`src/rtl/fetch_pkg.sv`:
```
`default_nettype none
// ----------------------------------------------------------------------------
// fetch_pkg : shared types and constants for the instruction-fetch block
// Revision  : 1.0
// ----------------------------------------------------------------------------
package fetch_pkg;

  localparam int INST_W = 32;
  localparam int PC_W   = 32;

  localparam logic [INST_W-1:0] NOP_WORD         = 32'h0000_0000;
  localparam logic [PC_W-1:0]   DEFAULT_RESET_PC = 32'h0000_0000;

  typedef enum logic [1:0] {
    ST_IDLE = 2'd0,
    ST_RUN  = 2'd1,
    ST_HALT = 2'd2
  } fetch_state_e;

endpackage
`default_nettype wire

```
`src/rtl/inst_fetch_ctrl_if.sv`:
```
`default_nettype none
// ----------------------------------------------------------------------------
// inst_fetch_ctrl_if : ROM, decode-handshake and pipeline-control bundle
// Revision           : 1.0
// ----------------------------------------------------------------------------
interface inst_fetch_ctrl_if #(
  parameter int ADDR_W = 5
);
  import fetch_pkg::*;

  logic              stall_i;
  logic              redirect_i;
  logic [PC_W-1:0]   redirect_pc_i;
  logic              rom_ce_o;
  logic [ADDR_W-1:0] rom_addr_o;
  logic [INST_W-1:0] rom_data_i;
  logic [INST_W-1:0] inst_o;
  logic [PC_W-1:0]   pc_o;
  logic              inst_valid_o;
  logic              inst_ready_i;
  logic              fetch_err_o;

  modport master (
    input  stall_i, redirect_i, redirect_pc_i, rom_data_i, inst_ready_i,
    output rom_ce_o, rom_addr_o, inst_o, pc_o, inst_valid_o, fetch_err_o
  );

  modport slave (
    output stall_i, redirect_i, redirect_pc_i, rom_data_i, inst_ready_i,
    input  rom_ce_o, rom_addr_o, inst_o, pc_o, inst_valid_o, fetch_err_o
  );

endinterface
`default_nettype wire

```
`src/rtl/pc_next_gen.sv`:
```
`default_nettype none
// ----------------------------------------------------------------------------
// pc_next_gen : next-PC select (redirect target / sequential +4 / hold)
// Revision    : 1.0
// ----------------------------------------------------------------------------
module pc_next_gen
  import fetch_pkg::*;
(
  input  logic [PC_W-1:0] i_pc,
  input  logic            i_redirect,
  input  logic [PC_W-1:0] i_redirect_pc,
  input  logic            i_advance,
  output logic [PC_W-1:0] o_pc_next
);

  always_comb begin
    o_pc_next = i_pc;
    if (i_redirect) begin
      o_pc_next = i_redirect_pc & ~32'h0000_0003;
    end else if (i_advance) begin
      o_pc_next = i_pc + 32'd4;
    end
  end

endmodule
`default_nettype wire

```
`src/rtl/inst_fetch_ctrl.sv`:
```
`default_nettype none
// ----------------------------------------------------------------------------
// inst_fetch_ctrl : PC owner, ROM fetch sequencer and decode output register.
//                   Define FETCH_BOUND_CHECK_EN to trap fetches past ROM_DEPTH.
// Revision        : 1.0
// ----------------------------------------------------------------------------
module inst_fetch_ctrl
  import fetch_pkg::*;
#(
  parameter int              ADDR_W    = 5,
  parameter int              ROM_DEPTH = 11,
  parameter logic [PC_W-1:0] RESET_PC  = DEFAULT_RESET_PC
) (
  input  logic               clk,
  input  logic               rst,
  inst_fetch_ctrl_if.master  bus
);

  if ((ROM_DEPTH > (1 << ADDR_W)) || (RESET_PC[1:0] != 2'b00)) begin : g_param_chk
    $error("inst_fetch_ctrl: ROM_DEPTH exceeds address space or RESET_PC unaligned");
  end

  fetch_state_e      r_state;
  fetch_state_e      w_state_nxt;
  logic [PC_W-1:0]   r_pc;
  logic [PC_W-1:0]   w_pc_nxt;
  logic [INST_W-1:0] r_inst;
  logic [PC_W-1:0]   r_pc_o;
  logic              r_valid;
  logic              r_err;
  logic              w_ce;
  logic              w_issue;
  logic              w_err_set;
  logic              w_can_issue;

  assign w_can_issue = !bus.redirect_i && !bus.stall_i && (!r_valid || bus.inst_ready_i);

`ifdef FETCH_BOUND_CHECK_EN
  logic w_oob;
  assign w_oob = {2'b00, r_pc[PC_W-1:2]} >= 32'(ROM_DEPTH);
`endif

  always_ff @(posedge clk or posedge rst) begin
    if (rst) begin
      r_state <= ST_IDLE;
    end else begin
      r_state <= w_state_nxt;
    end
  end

  always_comb begin
    w_state_nxt = r_state;
    w_ce        = 1'b0;
    w_issue     = 1'b0;
    w_err_set   = 1'b0;
    case (r_state)
      ST_IDLE: w_state_nxt = ST_RUN;
      ST_RUN: begin
        w_ce = 1'b1;
        if (w_can_issue) begin
`ifdef FETCH_BOUND_CHECK_EN
          if (w_oob) begin
            w_err_set   = 1'b1;
            w_state_nxt = ST_HALT;
          end else begin
            w_issue = 1'b1;
          end
`else
          w_issue = 1'b1;
`endif
        end
      end
      default: ;
    endcase
    // Redirect overrides every state, including leaving HALT
    if (bus.redirect_i) begin
      w_state_nxt = ST_RUN;
    end
  end

  pc_next_gen u_pc_next_gen (
    .i_pc          (r_pc),
    .i_redirect    (bus.redirect_i),
    .i_redirect_pc (bus.redirect_pc_i),
    .i_advance     (w_issue),
    .o_pc_next     (w_pc_nxt)
  );

  always_ff @(posedge clk or posedge rst) begin
    if (rst) begin
      r_pc    <= RESET_PC;
      r_inst  <= NOP_WORD;
      r_pc_o  <= '0;
      r_valid <= 1'b0;
      r_err   <= 1'b0;
    end else begin
      r_pc  <= w_pc_nxt;
      r_err <= w_err_set;
      if (w_issue) begin
        r_inst <= bus.rom_data_i;
        r_pc_o <= r_pc;
      end
      if (bus.redirect_i || w_err_set) begin
        r_valid <= 1'b0;
      end else if (w_issue) begin
        r_valid <= 1'b1;
      end else if (r_valid && bus.inst_ready_i) begin
        r_valid <= 1'b0;
      end
    end
  end

  assign bus.rom_ce_o     = w_ce;
  assign bus.rom_addr_o   = r_pc[ADDR_W+1:2];
  assign bus.inst_o       = r_inst;
  assign bus.pc_o         = r_pc_o;
  assign bus.inst_valid_o = r_valid;
  assign bus.fetch_err_o  = r_err;

endmodule
`default_nettype wire

```
`src/flat_wrapper.sv`:
```
// flat-port wrapper written by rule: the top's interface ports become plain ports
module inst_fetch_ctrl_flat import fetch_pkg::*;
#(
  parameter int              ADDR_W    = 5,
  parameter int              ROM_DEPTH = 11,
  parameter logic [PC_W-1:0] RESET_PC  = DEFAULT_RESET_PC
)
  (clk, rst, bus_stall_i, bus_redirect_i, bus_redirect_pc_i, bus_rom_data_i, bus_inst_ready_i, bus_rom_ce_o, bus_rom_addr_o, bus_inst_o, bus_pc_o, bus_inst_valid_o, bus_fetch_err_o);
  inst_fetch_ctrl_if #(.ADDR_W(ADDR_W)) bus_i ();
  input  logic clk;
  input  logic rst;
  input wire logic [$bits(bus_i.stall_i)-1:0] bus_stall_i;
  input wire logic [$bits(bus_i.redirect_i)-1:0] bus_redirect_i;
  input wire logic [$bits(bus_i.redirect_pc_i)-1:0] bus_redirect_pc_i;
  input wire logic [$bits(bus_i.rom_data_i)-1:0] bus_rom_data_i;
  input wire logic [$bits(bus_i.inst_ready_i)-1:0] bus_inst_ready_i;
  output wire logic [$bits(bus_i.rom_ce_o)-1:0] bus_rom_ce_o;
  output wire logic [$bits(bus_i.rom_addr_o)-1:0] bus_rom_addr_o;
  output wire logic [$bits(bus_i.inst_o)-1:0] bus_inst_o;
  output wire logic [$bits(bus_i.pc_o)-1:0] bus_pc_o;
  output wire logic [$bits(bus_i.inst_valid_o)-1:0] bus_inst_valid_o;
  output wire logic [$bits(bus_i.fetch_err_o)-1:0] bus_fetch_err_o;
  assign bus_i.stall_i = bus_stall_i;
  assign bus_i.redirect_i = bus_redirect_i;
  assign bus_i.redirect_pc_i = bus_redirect_pc_i;
  assign bus_i.rom_data_i = bus_rom_data_i;
  assign bus_i.inst_ready_i = bus_inst_ready_i;
  assign bus_rom_ce_o = bus_i.rom_ce_o;
  assign bus_rom_addr_o = bus_i.rom_addr_o;
  assign bus_inst_o = bus_i.inst_o;
  assign bus_pc_o = bus_i.pc_o;
  assign bus_inst_valid_o = bus_i.inst_valid_o;
  assign bus_fetch_err_o = bus_i.fetch_err_o;
  inst_fetch_ctrl #(.ADDR_W(ADDR_W), .ROM_DEPTH(ROM_DEPTH), .RESET_PC(RESET_PC)) u_core (.clk(clk), .rst(rst), .bus(bus_i));
endmodule
```
`config.mk`:
```
export PLATFORM = sky130hd
export DESIGN_NAME = inst_fetch_ctrl_flat
export DESIGN_NICKNAME = d
export VERILOG_FILES = /design/src/rtl/fetch_pkg.sv /design/src/rtl/inst_fetch_ctrl_if.sv /design/src/rtl/pc_next_gen.sv /design/src/rtl/inst_fetch_ctrl.sv /design/src/flat_wrapper.sv
export SDC_FILE = /design/constraint.sdc
export NUM_CORES = 1
export LEC_CHECK = 0
export BUFFER_PORTS_ARGS = -buffer_cell sky130_fd_sc_hd__buf_2
export CAP_MARGIN = 20
export CORE_ASPECT_RATIO = 1.4
export CORE_MARGIN = 2
export CORE_UTILIZATION = 54
export DETAILED_ROUTE_END_ITERATION = 12
export PLACE_DENSITY = 0.84
export SLEW_MARGIN = 5
export SYNTH_ARGS = -nofsm -noshare
export SYNTH_HDL_FRONTEND = slang
export SYNTH_SLANG_ARGS = --single-unit
```
`constraint.sdc`:
```
create_clock -name clk -period 8.5 [get_ports clk]
set_clock_uncertainty 0.15 [all_clocks]
set_input_delay 0.425 -clock clk [delete_from_list [all_inputs] [get_ports clk]]
set_output_delay 0.425 -clock clk [all_outputs]
set_load 0.1 [all_outputs]
```
==> results.tsv, run 1 <==
stage	metric	value	unit
power_and_ir_drop	VDD IR max	238.3	uV
logic_synthesis	Synth Cell Area	4417	um^2
critical_path	CP Class	reg -> reg	
finish	final core utilization	66.48	%
clocking	hold buffer count at cts	0	
logic_synthesis	sequential fraction of the synthesis area	53.26	%
clocking	clk sinks	94	
timing	Hold Fails Final Rpt	0	
global_route	grt peak-use layer	met2	
timing	Final min period	2.495	ns
global_route	largest net degree at the start of global routing	62	
clocking	PostCTS Resize Cnt	0	
route	detailed-route wire length	10.14	mm
clocking	CTS tree	yes	
route	DRT Pass-1 Iters	5	
power_and_ir_drop	Lkg Pwr	2.412	nW
power_and_ir_drop	Psw	0.8387	mW
finish	layout cell share with drive strength beyond 1	42.66	%
global_route	met3 Use GR	4.235	%
logic_synthesis	Yosys warnings	0	
status	outcome	complete, no violations	
critical_path	critical path required time	8.57	ns
global_route	gr usage total	23.96	%
clocking	worst skew pair latency	0.34	ns
finish	diode count	0	
power_and_ir_drop	Comb power frac	44.2	%
die	Chip Width	80.44	um
power_and_ir_drop	switching share of power	48.80	%
logic_synthesis	Post-synth EDFFs	0	
clocking	Clock transition at path regs	0.06	ns
place	routability-driven placement congestion ratio	0.8230	
power_and_ir_drop	Internal Pwr Total	0.8799	mW
place	Final HPWL DP	6.934	mm
timing	worst setup margin	6.005	ns
timing	RSZ-0062 raised after global routing	no	
clocking	H-tree Lvls	3	
die	Core Area	8051	um^2
place	Port Buffer Count	135	
die	# rows	39	
timing	Max Fclk	400.8	MHz
clocking	CTS root buf	clkbuf_16	
clocking	Setup Fix Bufs, Post-CTS	0	
route	Detail Route Antenna Nets	0	
critical_path	Startpoint Class	flop	
route	1st-iter DRT viols	250	
route	# DRC	0	
power_and_ir_drop	pwr/cell area	321.1	nW/um^2
logic_synthesis	#FFs+latches synth	94	
die	initial core utilization	54.86	%
critical_path	Worst Setup End Kind	flop	
timing	Rel. slew slack	39.91	%
global_route	initial antenna violation count	0	
logic_synthesis	syn avg cell area	11.32	um^2
logic_synthesis	dominant synthesized flop cell	dfrtp_1	
global_route	total grt overflow	0	
worst_hold_path	Hold WC Path Type	in -> async	
timing	worst slew pin tran	0.8980	ns
global_route	M1 GR Usage	28.42	%
global_route	GR Util met2	40.39	%
die	I/O pin count	141	
logic_synthesis	asr flop ratio synth	100.0	%
power_and_ir_drop	clock power share	21.8	%
clocking	CTS max path bufs	2	
logic_synthesis	Syn Inst Count	390	
route	via count	3540	
global_route	first-pass GRT wire length	16.51	mm
critical_path	arrival time at the worst endpoint	2.57	ns
job	max-capacitance violation count	0	
timing	Final period util	29.35	%
critical_path	CP max FO	53	
route	Vias per Instance	5.775	
finish	Layout area overhead	21.19	%
logic_synthesis	Synth cell types	47	
timing	final setup vio count	0	
power_and_ir_drop	sequential share of power	34.0	%
die	die area	8929	um^2
timing	max-slew violations	0	
timing	TNS Setup	0	ns
clocking	CTS buffer count	9	
global_route	vias in the first global route	3498	
finish	fillers	627	
route	DR WL/cell	16.54	um
die	die height	111.0	um
finish	Layout Nets	578	
place	Setup WS pre-CTS	5.741	ns
## layer usage
layer	vias to the layer above	wire length, um
met2	135	5358
met1	1742	3850
met4	0	290
li1	1641	-
met5	-	0
met3	22	636
## state kept, by name, indices dropped and copies added (netlist names)
| signal | cells |
|---|---|
| u_core.r_state | 1 |
| u_core.bus.inst_valid_o | 1 |
| u_core.bus.inst_o | 32 |
| u_core.r_pc | 30 |
| u_core.bus.pc_o | 30 |
## final cells by class
type | instances | area [um^2] | area share, %
multi-input cells | 261 | 1882 | 35.16
repair buffers | 138 | 698.2 | 13.04
clock buffers | 13 | 270.3 | 5.049
well taps | 102 | 127.6 | 2.384
clock inverters | 1 | 5.005 | 0.09350
inverters | 4 | 17.52 | 0.3273
flip-flops and latches | 94 | 2352 | 43.95
## final timing paths
kind                       cells past startpoint  slack, ns                    start                    end
max in group asynchronous                      3       7.19                      rst        u_core.r_pc[17]
min in group clk                               3       0.14     bus_redirect_pc_i[3]         u_core.r_pc[3]
hold / removal                                 2       0.01                      rst  u_core.bus.inst_o[11]
setup / recovery                               4       6.00  u_core.bus.inst_valid_o  u_core.bus.inst_o[30]
hold reg to reg                                1       0.35      u_core.bus.pc_o[16]    u_core.bus.pc_o[16]
setup reg to reg                               4       6.00  u_core.bus.inst_valid_o  u_core.bus.inst_o[30]
## power groups by stage
stage	registers (mW)	logic [mW]	clock network, mW
floorplan	1.08	0.150	0
global placement	0.585	0.753	0
detailed placement	0.593	0.763	0
CTS	0.585	0.764	0.384
global route	0.596	0.784	0.399
finish	0.585	0.759	0.375
## layout by cell type (no fill, tap or decap), types with 3 or more instances in the layout
| cell type | netlist | routed |
|---|---|---|
| nand4_1 | 14 | 14 |
| nor3b_1 | 3 | 3 |
| or4_1 | 3 | 3 |
| a31oi_1 | 5 | 5 |
| buf_4 | 8 | 3 |
| nor2_1 | 20 | 20 |
| xnor2_1 | 6 | 6 |
| dfrtp_1 | 94 | 94 |
| nand2_1 | 28 | 28 |
| nor3_1 | 7 | 7 |
| nor2b_1 | 9 | 9 |
| and4_1 | 8 | 8 |
| conb_1 | 2 | 4 |
| nand3_1 | 25 | 25 |
| mux2_2 | 62 | 62 |
| and3_1 | 4 | 4 |
| clkbuf_8 | 0 | 3 |
| o31ai_1 | 4 | 4 |
| o21ai_0 | 16 | 16 |
| nor4_1 | 3 | 3 |
| clkbuf_16 | 0 | 9 |
| a21oi_1 | 4 | 4 |
| a22oi_1 | 6 | 6 |
| inv_1 | 4 | 3 |
| buf_2 | 10 | 135 |
| o311ai_0 | 5 | 5 |
## logic make-up (layout without fill, tap and decap cells)
family	count (synthesis)	count (layout)	synth area share, %
compound gates	49	49	7.479
xor+xnor	6	6	1.190
fa+ha+maj	1	1	0.2832
buf+inv	37	156	4.447
flops	94	94	53.26
mux	63	63	16.03
other cells	2	4	0.1700
simple gates	138	138	17.14
## per-stage QoR
step / cell area, um^2 / hold WS, ns / total power, mW / std cells
4_1_cts: 5353 / 0.03374 / 1.732 / 613
3_3_place_gp: 5077 / 0.3330 / 1.339 / 599
5_1_grt: 5353 / 0.06989 / 1.779 / 613
6_report: 5353 / 0.01167 / 1.719 / 613
3_5_place_dp: 5077 / 0.3397 / 1.355 / 599
2_1_floorplan: 4424 / 0.3448 / 1.232 / 392
## worst max-delay path: stages (launching register included)
cell     delay (ns)
dfrtp_1        0.39
nor2b_1        0.27
nor3_4         0.48
buf_4          0.62
mux2_2         0.41
## cell usage after synthesis (4+ instances only)
library cell   n  area, um^2
a21oi_1        4       20.02
dfrtp_1       94        2352
and4_1         8       70.07
nor2_1        20       75.07
nand2_1       28       105.1
xnor2_1        6       52.55
a22oi_1        6       45.04
buf_4          8       60.06
nor2b_1        9       56.30
o21ai_0       16       80.08
buf_2         10       50.05
nand4_1       14       87.58
mux2_2        62       698.2
inv_1          4       15.01
nand3_1       25       125.1
o311ai_0       5       43.79
clkbuf_1      12       45.04
and3_1         4       25.02
a31oi_1        5       31.28
nor3_1         7       35.03
o31ai_1        4       30.03
Note: power is estimated with default switching activity, not from simulation.
==> inputs of run 2 (changes only) <==
CORE_UTILIZATION = 51   (was 54)
PLACE_DENSITY = 0.8   (was 0.84)
clock period = 2.6 ns   (was 8.5 ns; I/O delays follow)
==> run 2 against run 1 <==
  * Fmax rose by 14%
  * Utilization up 5.1 points
  * Largest cell class unchanged
  * Flip-flop and latch count stayed put
  * Non-clock buffer count rose by 68
  * Largest power group unchanged
  * Sequential share of layout area fell by 5.3 points
==> results.tsv, run 2 (synthesized netlist as in run 1, its figures left out) <==
stage	metric	value	unit	change
timing	minimum hold slack	0.09336	ns	+0.08169 ns
power_and_ir_drop	Psw	2.810	mW	+230%
power_and_ir_drop	Internal Pwr Total	3.072	mW	+250%
critical_path	RR Startpoint	u_core.r_pc[4]		
finish	Layout Nets	646		+12%
die	Core Area	8508	um^2	+5.7%
timing	Max Fclk	455.5	MHz	+14%
finish	commonest non-fill, non-tap cell in the layout	buf_2		
finish	most frequent cells in the layout	buf_2, dfrtp_1, dlygate4sd3_1, mux2_2, nand2_1		
clocking	CTS buffer count	9		unchanged
worst_hold_path	WHS Path Cells	3		
timing	Rel. slew slack	42.11	%	+2.2 points
clocking	worst skew pair latency	0.34	ns	about the same
worst_hold_path	Hold EP	u_core.r_pc[25]		
timing	TNS Setup	0	ns	unchanged
clocking	CTS root buf	clkbuf_16		
place	routability-driven placement congestion ratio	0.8005		-2.7%
finish	design area	6087	um^2	+14%
critical_path	CP Class	reg -> reg		
timing	Final min period	2.195	ns	-0.2999 ns
route	Detail Route Antenna Nets	0		unchanged
global_route	total grt overflow	0		unchanged
global_route	initial antenna violation count	0		unchanged
place	placed inst area	5125	um^2	+0.94%
place	Port Buffer Count	135		unchanged
timing	RSZ-0062 raised after global routing	no		
power_and_ir_drop	Lkg Pwr	2.711	nW	+12%
finish	layout cell share with drive strength beyond 1	38.73	%	-3.9 points
power_and_ir_drop	switching share of power	47.77	%	-1.0 points
critical_path	Worst Setup End Kind	flop		
route	Vias per Instance	5.499		-4.8%
finish	Layout area overhead	37.82	%	
job	max-capacitance violation count	0		unchanged
route	detailed-route wire length	11.00	mm	+8.5%
die	die height	114.1	um	+2.8%
timing	worst slew pin tran	0.8652	ns	-0.03281 ns
critical_path	CP max FO	13		-75%
clocking	Clock transition at path regs	0.07	ns	about the same
status	outcome	complete, no violations		
finish	area of the multi-input gates	1882	um^2	unchanged
die	Chip Width	82.65	um	+2.8%
timing	Final period util	84.43	%	+55 points
clocking	H-tree Lvls	3		unchanged
finish	max reg flops	32		unchanged
critical_path	Startpoint Class	flop		
finish	diode count	0		unchanged
die	initial core utilization	51.91	%	-2.9 points
power_and_ir_drop	pwr/cell area	966.3	nW/um^2	+200%
power_and_ir_drop	clock power share	23.8	%	+2.0 points
global_route	vias in the first global route	3678		+5.1%
global_route	first-pass GRT wire length	17.55	mm	+6.3%
timing	Hold Fails Final Rpt	0		unchanged
clocking	PostCTS Resize Cnt	0		unchanged
global_route	gr usage total	24.21	%	+0.25 points
clocking	CTS tree	yes		
power_and_ir_drop	Comb power frac	43.6	%	-0.6 points
worst_hold_path	Hold WC Path Type	in -> reg		
critical_path	arrival time at the worst endpoint	2.25	ns	-0.32 ns
route	DR WL/cell	16.04	um	-3.0%
route	# DRC	0		unchanged
critical_path	reg-to-reg endpoint	u_core.r_pc[25]		
die	# rows	40		+2.6%
critical_path	reg-to-reg slack, setup	0.40	ns	-5.60 ns
place	Final HPWL DP	7.052	mm	+1.7%
timing	max-slew violations	0		unchanged
route	DRT Pass-1 Iters	4		-1
critical_path	critical path required time	2.66	ns	-5.91 ns
route	via count	3772		+6.6%
die	I/O pin count	141		unchanged
timing	final setup vio count	0		unchanged
finish	fillers	586		-6.5%
power_and_ir_drop	sequential share of power	32.5	%	-1.5 points
clocking	CTS max path bufs	2		unchanged
power_and_ir_drop	VDD IR max	742.1	uV	+210%
die	die area	9431	um^2	+5.6%
route	1st-iter DRT viols	249		-0.40%
finish	register area	2352	um^2	unchanged
critical_path	Worst R2R Path Depth	4		unchanged
worst_hold_path	min-delay src	bus_redirect_i		
global_route	largest net degree at the start of global routing	41		-34%
clocking	clk sinks	94		unchanged
-- run 2: cell types whose count changed in the layout (fill, tap and decap cells not counted) --
cell           before  now
dlygate4sd3_1       0   64
clkinvlp_4          0    4
buf_4               3    6
clkbuf_8            3    0
bufinv_16           0    2
buf_12              0    1
clkbuf_1            1    0
inv_4               1    0
inv_6               0    1
-- run 2: power groups by stage --
| stage | registers [mW] | clock network (mW) | logic, mW |
|---|---|---|---|
| 3_5_place_dp | 1.93 | 0 | 2.49 |
| 2_1_floorplan | 3.54 | 0 | 0.491 |
| 6_report | 1.91 | 1.40 | 2.57 |
| 5_1_grt | 1.95 | 1.50 | 2.66 |
| 3_3_place_gp | 1.92 | 0 | 2.47 |
| 4_1_cts | 1.91 | 1.43 | 2.57 |
-- run 2: area by class of cell --
type                    count  area share [%]
well taps                 105           2.158
clock inverters             7           1.583
repair buffers            206           22.69
inverters                   4          0.3083
flip-flops and latches     94           38.64
multi-input cells         261           30.91
clock buffers               9           3.700
-- run 2: critical path, stage by stage, from the launching register on --
cell	delay [ns]
dfrtp_1	0.47
and4_1	0.37
nand4_1	0.46
o311ai_0	0.50
nand3_1	0.12
-- run 2: how the worst max path moves through the flow --
stage                            startpoint               to  slack, ns  cells after the start
after floorplan           u_core.r_state[0]  u_core.r_pc[17]       0.14                      6
after global placement       u_core.r_pc[2]  u_core.r_pc[14]       0.49                      5
after detailed placement     u_core.r_pc[4]  u_core.r_pc[25]       0.45                      4
after CTS                    u_core.r_pc[4]  u_core.r_pc[25]       0.42                      4
after global routing         u_core.r_pc[4]  u_core.r_pc[25]       0.25                      4
final                        u_core.r_pc[4]  u_core.r_pc[25]       0.40                      4
-- run 2: layer usage --
metal | vias up | global-route usage [%] | share of wire [%]
li1 | 1790 | - | -
met1 | 1841 | 30.27 | 40
met2 | 129 | 41.56 | 53
met4 | 0 | 7.760 | 1.4
met3 | 12 | 4.811 | 5.4
met5 | - | 0 | 0
-- run 2: timing repair --
item                                   4_1_cts  5_1_grt
endpoints found under the hold margin       94        0
setup endpoints to repair                    0        0
hold buffers                                64        0
setup buffers                                0        0
-- run 2: metrics by stage --
step	power (mW)	instances	setup slack (ns)	util (%)
after floorplan	4.029	392	0.1409	-
after global placement	4.387	606	0.4883	60.24
after detailed placement	4.429	606	0.4495	60.24
after CTS	5.906	686	0.4192	71.54
after global routing	6.116	686	0.2486	71.54
final	5.882	686	0.4048	71.54
